==> config.mk <==
export PLATFORM = sky130hd
export DESIGN_NAME = seq_multiplier_flat
export DESIGN_NICKNAME = d
export VERILOG_FILES = /design/src/rtl/seq_multiplier_pkg.sv /design/src/rtl/seq_multiplier_if.sv /design/src/rtl/seq_multiplier.sv /design/src/flat_wrapper.sv
export SDC_FILE = /design/constraint.sdc
export NUM_CORES = 1
export LEC_CHECK = 0
export CAP_MARGIN = 40
export CORE_ASPECT_RATIO = 0.5
export CORE_MARGIN = 5
export CORE_UTILIZATION = 40
export CTS_CLUSTER_DIAMETER = 100
export DETAILED_ROUTE_END_ITERATION = 8
export REMOVE_ABC_BUFFERS = 1
export SETUP_SLACK_MARGIN = 0.05
export SLEW_MARGIN = 20
export SYNTH_ARGS = -nofsm -noshare
export SYNTH_HDL_FRONTEND = slang
export SYNTH_SLANG_ARGS = --single-unit
==> constraint.sdc <==
create_clock -name clk -period 4.4 [get_ports clk]
set_input_delay 0.44 -clock clk [delete_from_list [all_inputs] [get_ports clk]]
set_output_delay 0.44 -clock clk [all_outputs]
set_load 0.01 [all_outputs]
==> src/rtl/seq_multiplier_pkg.sv <==
// rtl/seq_multiplier_pkg.sv - shared types and helpers for the iterative multiplier
package mul_pkg;

  // Widest operand abs_ext can handle; the top rejects anything larger.
  localparam int unsigned MAX_W = 64;

  typedef enum logic [1:0] {
    IDLE = 2'd0,
    CALC = 2'd1,
    DONE = 2'd2
  } mul_state_e;

  // value must arrive sign-extended to MAX_W when signed_mode is set; the
  // low WIDTH bits of the result are the operand magnitude.
  function automatic logic [MAX_W-1:0] abs_ext(input logic [MAX_W-1:0] value,
                                               input logic             signed_mode);
    logic [MAX_W-1:0] mag;
    mag = value;
    if (signed_mode && value[MAX_W-1]) begin
      mag = ~value + {{(MAX_W-1){1'b0}}, 1'b1};
    end
    return mag;
  endfunction

endpackage

==> src/rtl/seq_multiplier_if.sv <==
// rtl/seq_multiplier_if.sv - operand/product handshake bundle for seq_multiplier
interface seq_multiplier_if #(
  parameter int WIDTH = 8
);
  logic               in_valid;
  logic               in_ready;
  logic [WIDTH-1:0]   in1;
  logic [WIDTH-1:0]   in2;
  logic               signed_mode;
  logic               out_valid;
  logic               out_ready;
  logic [2*WIDTH-1:0] out;

  modport master (
    output in_valid, in1, in2, signed_mode, out_ready,
    input  in_ready, out_valid, out
  );

  modport slave (
    input  in_valid, in1, in2, signed_mode, out_ready,
    output in_ready, out_valid, out
  );
endinterface

==> src/rtl/seq_multiplier.sv <==
// rtl/seq_multiplier.sv - shift-add multiplier, WIDTH steps per product
// Signed operands are reduced to magnitudes up front and the sign reapplied at the end.
module seq_multiplier
  import mul_pkg::*;
#(
  parameter int WIDTH = 8
) (
  input  logic             clk,
  input  logic             rst,
  seq_multiplier_if.slave  bus
);

  localparam int CNT_W = $clog2(WIDTH + 1);
  localparam int PW    = 2 * WIDTH;

  generate
    if (WIDTH < 2) begin : g_width_too_small
      $error("seq_multiplier: WIDTH must be at least 2");
    end
    if (WIDTH > MAX_W) begin : g_width_too_large
      $error("seq_multiplier: WIDTH exceeds mul_pkg::MAX_W");
    end
  endgenerate

  mul_state_e       state_q, state_d;
  logic [PW-1:0]    mcand_q, mcand_d;
  logic [WIDTH-1:0] mplier_q, mplier_d;
  logic [PW-1:0]    acc_q, acc_d;
  logic [CNT_W-1:0] cnt_q, cnt_d;
  logic             sign_q, sign_d;
  logic [PW-1:0]    out_q, out_d;

  logic [MAX_W-1:0] in1_ext, in2_ext;
  logic [MAX_W-1:0] in1_mag, in2_mag;
  logic [PW-1:0]    addend;
  logic [PW-1:0]    acc_sum;
  logic             last_step;

  always_comb begin
    in1_ext = bus.signed_mode ? MAX_W'($signed(bus.in1)) : MAX_W'(bus.in1);
    in2_ext = bus.signed_mode ? MAX_W'($signed(bus.in2)) : MAX_W'(bus.in2);
    in1_mag = abs_ext(in1_ext, bus.signed_mode);
    in2_mag = abs_ext(in2_ext, bus.signed_mode);
  end

  always_comb begin
    addend    = mplier_q[0] ? mcand_q : '0;
    acc_sum   = acc_q + addend;
    last_step = (cnt_q == CNT_W'(WIDTH - 1));
  end

  always_comb begin
    state_d  = state_q;
    mcand_d  = mcand_q;
    mplier_d = mplier_q;
    acc_d    = acc_q;
    cnt_d    = cnt_q;
    sign_d   = sign_q;
    out_d    = out_q;

    unique case (state_q)
      IDLE: begin
        if (bus.in_valid) begin
          mcand_d  = PW'(in1_mag[WIDTH-1:0]);
          mplier_d = in2_mag[WIDTH-1:0];
          sign_d   = bus.signed_mode & (bus.in1[WIDTH-1] ^ bus.in2[WIDTH-1]);
          acc_d    = '0;
          cnt_d    = '0;
          state_d  = CALC;
        end
      end

      CALC: begin
        acc_d    = acc_sum;
        mcand_d  = {mcand_q[PW-2:0], 1'b0};
        mplier_d = {1'b0, mplier_q[WIDTH-1:1]};
        cnt_d    = cnt_q + CNT_W'(1);
        if (last_step) begin
          out_d   = sign_q ? (~acc_sum + PW'(1)) : acc_sum;
          state_d = DONE;
        end
      end

      DONE: begin
        if (bus.out_ready) begin
          state_d = IDLE;
        end
      end

      default: begin
        state_d = IDLE;
      end
    endcase
  end

  always_ff @(posedge clk or posedge rst) begin
    if (rst) begin
      state_q  <= IDLE;
      mcand_q  <= '0;
      mplier_q <= '0;
      acc_q    <= '0;
      cnt_q    <= '0;
      sign_q   <= 1'b0;
      out_q    <= '0;
    end else begin
      state_q  <= state_d;
      mcand_q  <= mcand_d;
      mplier_q <= mplier_d;
      acc_q    <= acc_d;
      cnt_q    <= cnt_d;
      sign_q   <= sign_d;
      out_q    <= out_d;
    end
  end

  // Handshake flags decode the state register only, so no input reaches them combinationally.
  assign bus.in_ready  = (state_q == IDLE);
  assign bus.out_valid = (state_q == DONE);
  assign bus.out       = out_q;

endmodule

==> src/flat_wrapper.sv <==
// flat-port wrapper written by rule: the top's interface ports become plain ports
module seq_multiplier_flat import mul_pkg::*;
#(
  parameter int WIDTH = 8
)
  (clk, rst, bus_in_valid, bus_in1, bus_in2, bus_signed_mode, bus_out_ready, bus_in_ready, bus_out_valid, bus_out);
  seq_multiplier_if #(.WIDTH(WIDTH)) bus_i ();
  input  logic clk;
  input  logic rst;
  input wire logic [$bits(bus_i.in_valid)-1:0] bus_in_valid;
  input wire logic [$bits(bus_i.in1)-1:0] bus_in1;
  input wire logic [$bits(bus_i.in2)-1:0] bus_in2;
  input wire logic [$bits(bus_i.signed_mode)-1:0] bus_signed_mode;
  input wire logic [$bits(bus_i.out_ready)-1:0] bus_out_ready;
  output wire logic [$bits(bus_i.in_ready)-1:0] bus_in_ready;
  output wire logic [$bits(bus_i.out_valid)-1:0] bus_out_valid;
  output wire logic [$bits(bus_i.out)-1:0] bus_out;
  assign bus_i.in_valid = bus_in_valid;
  assign bus_i.in1 = bus_in1;
  assign bus_i.in2 = bus_in2;
  assign bus_i.signed_mode = bus_signed_mode;
  assign bus_i.out_ready = bus_out_ready;
  assign bus_in_ready = bus_i.in_ready;
  assign bus_out_valid = bus_i.out_valid;
  assign bus_out = bus_i.out;
  seq_multiplier #(.WIDTH(WIDTH)) u_core (.clk(clk), .rst(rst), .bus(bus_i));
endmodule
==> impl_metrics.py, run 1 <==
metrics = {
    "setup_path": {
        "worstSetupPathType": "flip-flop to flip-flop",
        "end_kind": "flip-flop",
        "critPathLaunchType": "flip-flop",
        "arrival_ps": 3920,
        "r2r_setup_slack_ps": 690,
        "cp.required_ps": 4610,
        "path_max_fanout": 17,
    },
    "synth": {
        "synth_commonest_cells": "nand2_1, dfrtp_1, o21ai_0",
        "syn_avg_cell_area_um2": 8.83,
        "synth.area.top_cells": "dfrtp_1, o21ai_0, nand2_1, ha_1, xnor2_1",
        "synth_area_leader_cell": "dfrtp_1",
        "ys_seq_area_share_pct": 38.9,
        "synth_top_flop_cell": "dfrtp_1",
        "synth-compound-area-share_pct": 21.0,
        "yosysUniqueCellTypes": 65,
        "synth-edff-count": 0,
        "yosysTopAreaCellShare_pct": 38.9,
        "synthXorXnorAreaFrac_pct": 7.57,
        "async_flop_share_pct": 100,
        "yosys_warnings": 0,
        "syn_area_um2": 4050,
        "synth_top_family_by_area": "simple AND/OR/NAND/NOR gates",
        "synthAdderAreaFrac_pct": 6.36,
        "post-synth-top-count-cell": "nand2_1",
        "muxShareOfSynthArea_pct": 1.02,
        "synth-simple-area-share_pct": 21.3,
        "ys_ff_latch": 63,
        "syn_inst": 459,
    },
    "floorplan": {
        "dieArea_um2": 12400,
        "die_height_um": 81.2,
        "rows": 26,
        "fp.dieW_um": 152,
        "initial_core_util_pct": 40.3,
        "io_pins": 39,
        "design.core.area_um2": 10100,
    },
    "cells_and_area": {
        "finish.utilization_pct": 49.1,
        "drive_above_1_share_pct": 8.87,
        "diodes": 0,
        "fillers": 969,
        "nNetsFinal": 532,
        "area_growth_pct": 21.9,
    },
    "sta": {
        "worst_slack_ps": 686,
        "worst_clock_skew_ps": 3.68,
        "holdWs_ps": 296,
        "rsz0062_at_grt": "false",
        "setup_tns_ps": 0,
        "period_minus_slack_ps": 3710,
        "max_slew.worst_pin.slew_ps": 773,
        "setup_viol": 0,
        "slew_viol_final": 0,
        "post-route-period-util_pct": 84.4,
        "finalHoldViolCount": 0,
        "slew_headroom_pct": 48.0,
        "fmax_ghz": 0.269,
    },
    "clock_network": {
        "ctsResizeCount": 0,
        "holdBufCountCts": 0,
        "htreeDepth": 3,
        "clk_pin_slew_ps": 50,
        "clock_path_buffers": 2,
        "cts_root_buffer": "clkbuf_16",
        "cts_setup_buffers": 0,
        "clock_latency_ps": 330,
        "cts_tree": "done",
        "cts_buffers": 9,
        "cts.sinks": 63,
    },
    "status": {
        "status": "completed",
    },
    "pwr": {
        "vdd_drop_max_mv": 0.237,
        "p_per_area_nw_per_um2": 775,
        "swShare_pct": 40.9,
        "combinationalPowerShare_pct": 51.3,
        "p_int_w": 0.00226,
        "clkPwrFrac_pct": 21.5,
        "power_leakage_nw": 2.14,
        "total_power_w": 0.00383,
        "switchingPower_w": 0.00157,
        "power_frac_seq_pct": 27.2,
    },
    "placed_design": {
        "port_buffers": 38,
        "hpwlAfterDp_um": 7000,
        "gp_congestion": 0.818,
        "pre_cts_ws_ps": 746,
    },
    "global_route": {
        "grt_pass1_wl_um": 16000,
        "antenna_found_initial": 0,
        "overflow": 0,
        "grt.total_usage_pct": 16.0,
        "grt_max_degree": 38,
        "grt_pass1_vias": 3173,
    },
    "detailed_routing": {
        "drtIter0Drc": 261,
        "antenna_left": 0,
        "drc": 0,
        "routed_wl_um": 9360,
        "vias": 3361,
        "routedWlPerCell_um": 14.7,
        "drt-vias-per-instance": 5.28,
        "dr.pass1.iters": 4,
    },
    "run": {
        "cap_violations": 0,
    },
    "min_path": {
        "min_path_type": "input port to async pin",
    },
}
## registers in the layout, summed over array words and instances, names as in the netlist
register / count
u_core.acc_q: 16
u_core.bus.out: 16
u_core.mcand_q: 16
u_core.mplier_q: 8
u_core.cnt_q: 4
u_core.state_q: 2
u_core.sign_q: 1
## routing by layer
metal / wire, µm / track usage [%] / part of all wire [%]
met2: 4000 / 24.8 / 43
met5: 0 / 0 / 0
met1: 4850 / 22.2 / 52
met4: 127 / 4.48 / 1.4
met3: 390 / 4.26 / 4.2
## final timing paths
kind                       cells past startpoint                             end                      startpoint
max in group asynchronous                      4  u_core.bus.out[11]$_DFFE_PP0P_                             rst
max reg2reg                                   11  u_core.bus.out[15]$_DFFE_PP0P_  u_core.mplier_q[0]$_DFFE_PP0P_
max                                           11  u_core.bus.out[15]$_DFFE_PP0P_  u_core.mplier_q[0]$_DFFE_PP0P_
min                                            2   u_core.bus.out[1]$_DFFE_PP0P_                             rst
min in group clk                               2   u_core.bus.out[6]$_DFFE_PP0P_   u_core.bus.out[6]$_DFFE_PP0P_
min reg2reg                                    2   u_core.bus.out[6]$_DFFE_PP0P_   u_core.bus.out[6]$_DFFE_PP0P_
## logic make-up after synthesis
| family | Yosys count |
|---|---|
| mux | 4 |
| flops | 63 |
| compound gates | 127 |
| simple gates | 172 |
| fa+ha+maj | 20 |
| xor+xnor | 35 |
| buf+inv | 38 |
## cell type report
class / count / area, µm² / area share, %
Tap cell: 140 / 175 / 3.55
Multi-Input combinational cell: 358 / 2320 / 47.0
Inverter: 14 / 52.6 / 1.06
Sequential cell: 63 / 1580 / 31.9
Clock inverter: 5 / 105 / 2.13
Clock buffer: 11 / 243 / 4.92
Timing Repair Buffer: 45 / 465 / 9.42
## critical path, cell delays in order, from the launching register on
cell and delay, ps:
dfrtp_1 560, and2_1 270, ha_1 240, fa_1 460
a211oi_2 240, o21ai_0 140, xnor2_1 350, nand4b_1 260
or4_4 490, o41ai_2 350, xnor2_1 150, o21ai_1 70
## cells in the final DEF, fill, tap and decap left out, types with 5 or more instances in the layout
cell	count
o21ai_1	6
nor2_1	26
nand3_1	23
clkbuf_16	9
a21oi_1	13
clkdlybuf4s50_1	38
and2_1	18
o21ai_0	54
a22oi_1	13
nor3_1	9
ha_1	19
o31ai_1	6
inv_1	12
buf_4	5
dfrtp_1	63
xor2_1	12
xnor2_1	23
nand2_1	64
## power by group through the flow
| stage | clock network [W] | logic [W] | registers, W |
|---|---|---|---|
| floorplan | 0 | 0.00136 | 0.00102 |
| global placement | 0 | 0.00193 | 0.00104 |
| detailed placement | 0 | 0.00197 | 0.00105 |
| CTS | 0.000839 | 0.00198 | 0.00104 |
| global route | 0.000870 | 0.00221 | 0.00107 |
| finish | 0.000823 | 0.00196 | 0.00104 |
## metrics by stage
step                cells  instance area (µm²)
floorplan             435                 3950
global placement      618                 4540
detailed placement    619                 4570
CTS                   635                 4920
global route          636                 4940
finish                636                 4940
Power figures use the tool's default switching activity.
==> run 2: changes to the inputs <==
==> constraint.sdc (replaced) <==
create_clock -name clk -period 3.1 [get_ports clk]
set_input_delay 0.31 -clock clk [delete_from_list [all_inputs] [get_ports clk]]
set_output_delay 0.31 -clock clk [all_outputs]
set_load 0.01 [all_outputs]
==> run 2 against run 1 <==
  * Register-to-register slack got worse by 710 ps
  * Fmax increased by 19%
  * Sequential power increased by 42%
  * Cell count increased by 7.9%
  * Design area increased by 11%
  * Largest cell class unchanged
  * Total power increased by 64%
  * The run now ends with setup timing left
  * Highest routed layer unchanged
  * Core utilization increased by 5.5 points
  * Worst setup slack got worse by 710 ps
  * Routed wire length increased by 9.8%
  * Die area unchanged
==> impl_metrics.py, run 2 (synthesis gave the netlist of run 1 again) <==
metrics = {
    "clock_network": {
        "clock_path_buffers": 2,
        "clock_latency_ps": 330,
        "clk_pin_slew_ps": 60,
        "cts_root_buffer": "clkbuf_16",
        "cts_buffers": 9,
        "cts_tree": "done",
        "htreeDepth": 3,
        "holdBufCountCts": 0,
        "cts.sinks": 63,
    },
    "sta": {
        "worst_slack_ps": -26.1,
        "slew_viol_final": 0,
        "finalHoldViolCount": 0,
        "post-route-period-util_pct": 101,
        "fmax_ghz": 0.320,
        "slew_headroom_pct": 45.5,
        "period_minus_slack_ps": 3130,
        "rsz0062_at_grt": "true",
        "setup_viol": 2,
        "worst_clock_skew_ps": 8.70,
        "max_slew.worst_pin.slew_ps": 818,
    },
    "detailed_routing": {
        "antenna_left": 0,
        "drtIter0Drc": 176,
        "dr.pass1.iters": 4,
        "routedWlPerCell_um": 15.0,
        "vias": 3617,
        "drt-vias-per-instance": 5.27,
        "wl_met3_um": 472,
        "drc": 0,
        "wl_met2_um": 4510,
        "top_layer_used": "met4",
        "wirelength_met1_um": 5130,
        "routed_wl_um": 10300,
    },
    "placed_design": {
        "pre_cts_ws_ps": -201,
        "dpl-instance-area_um2": 4850,
        "gp_congestion": 0.834,
        "port_buffers": 38,
        "hpwlAfterDp_um": 7360,
    },
    "status": {
        "status": "complete, but fails checks",
        "violations": "setup timing",
    },
    "run": {
        "cap_violations": 0,
    },
    "setup_path": {
        "crit_top_cell": "and2_4",
        "path_max_fanout": 3,
        "slowest_delay_ps": 470,
        "r2r_setup_slack_ps": -30,
        "critPathLaunchType": "flip-flop",
        "critPathSlowestCell": "or4_4",
        "crit_family": "simple AND/OR/NAND/NOR gates",
        "end_kind": "flip-flop",
        "worstSetupPathType": "flip-flop to flip-flop",
        "cp.buffers_inverters": 0,
        "cp.required_ps": 3310,
        "path_cells": "and2_4 -> ha_4 -> fa_2 -> a211o_1 -> a21o_1 -> and2_4 -> or3_4 -> or4_4 -> o31ai_4 -> xor2_1 -> o21ai_1",
        "arrival_ps": 3340,
    },
    "floorplan": {
        "io_pins": 39,
        "design.core.area_um2": 10100,
        "initial_core_util_pct": 40.3,
        "rows": 26,
        "fp.dieW_um": 152,
        "die_height_um": 81.2,
        "dieArea_um2": 12400,
    },
    "pwr": {
        "vdd_drop_max_mv": 0.411,
        "power_leakage_nw": 2.40,
        "total_power_w": 0.00629,
        "p_per_area_nw_per_um2": 1150,
    },
    "cells_and_area": {
        "drive_above_1_share_pct": 22.0,
        "layout_commonest_cell": "nand2_1",
        "fillers": 913,
        "final_cell_mix": "nand2_1, dfrtp_1, buf_4",
        "nNetsFinal": 582,
        "seq_area_um2": 1580,
        "diodes": 0,
        "fin_area_um2": 5490,
        "area_growth_pct": 35.5,
        "finish.utilization_pct": 54.6,
        "multi_input_area_um2": 2520,
    },
    "min_path": {
        "min_path_type": "input port to async pin",
    },
    "global_route": {
        "grt_pass1_wl_um": 17700,
        "grt_max_degree": 35,
        "overflow": 0,
        "antenna_found_initial": 0,
        "grt.total_usage_pct": 17.7,
        "grt_pass1_vias": 3625,
    },
}
[run 2: cell types whose count changed in the layout (fill, tap and decap cells not counted), moves of 2 or more]
cell,change
buf_4,+50
a21oi_1,-2
ha_4,+6
o21ai_0,-2
and2_1,-4
and2_4,+4
ha_1,-7
o21ai_1,-2
o21ai_2,+4
clkbuf_8,+2
o31ai_4,+2
buf_8,+2
[run 2: worst reg2reg max path, delay by kind of cell, from the launching register on]
kind                     cells  cell delay, ps
XOR/XNOR                     1             160
flip-flops                   1             390
AND/OR/NAND/NOR              4            1180
AO/OA/AOI/OAI                4             730
adder cells (fa/ha/maj)      2             550
[run 2: power by group]
part / switching [W] / total (W) / internal, W
combinational: 0.00186 / 0.00366 / 0.00180
clock: 0.000374 / 0.00114 / 0.000771
sequential: 0.000288 / 0.00148 / 0.00119
total: 0.00252 / 0.00629 / 0.00376
[run 2: worst paths after layout]
path	startpoint	to	cells after the start
hold / removal	rst	u_core.bus.out[1]$_DFFE_PP0P_	2
min in group clk	u_core.bus.out[7]$_DFFE_PP0P_	u_core.bus.out[7]$_DFFE_PP0P_	2
setup / recovery	u_core.mplier_q[0]$_DFFE_PP0P_	u_core.bus.out[14]$_DFFE_PP0P_	11
max in group asynchronous	rst	u_core.bus.out[11]$_DFFE_PP0P_	3
setup reg to reg	u_core.mplier_q[0]$_DFFE_PP0P_	u_core.bus.out[14]$_DFFE_PP0P_	11
hold reg to reg	u_core.bus.out[7]$_DFFE_PP0P_	u_core.bus.out[7]$_DFFE_PP0P_	2
[run 2: through the flow]
step                      hold slack (ps)  setup TNS [ps]  cells
after floorplan                       438            -627    435
after global placement                460            -435    659
after detailed placement              471            -748    659
after CTS                             367            -231    684
after global routing                  400            -802    686
final                                 345           -43.9    686
[run 2: area by class of cell]
| type | instances | share of cell area, % |
|---|---|---|
| clock buffers | 12 | 4.86 |
| clock inverters | 4 | 1.39 |
| inverters | 14 | 0.957 |
| multi-input cells | 358 | 45.9 |
| flip-flops and latches | 63 | 28.7 |
| well taps | 140 | 3.19 |
| repair buffers | 95 | 15.0 |
[run 2: timing repair]
action,in CTS,in global routing
gates resized for setup,26,10
endpoints found under the setup margin,6,6
gates cloned,0,0
setup buffers,9,0
pin swaps,14,2
[run 2: metal layers]
| metal | GRT usage, % | vias up |
|---|---|---|
| li1 | - | 1785 |
| met2 | 27.8 | 83 |
| met4 | 5.11 | 0 |
| met5 | 0 | - |
| met1 | 24.6 | 1732 |
| met3 | 4.26 | 17 |
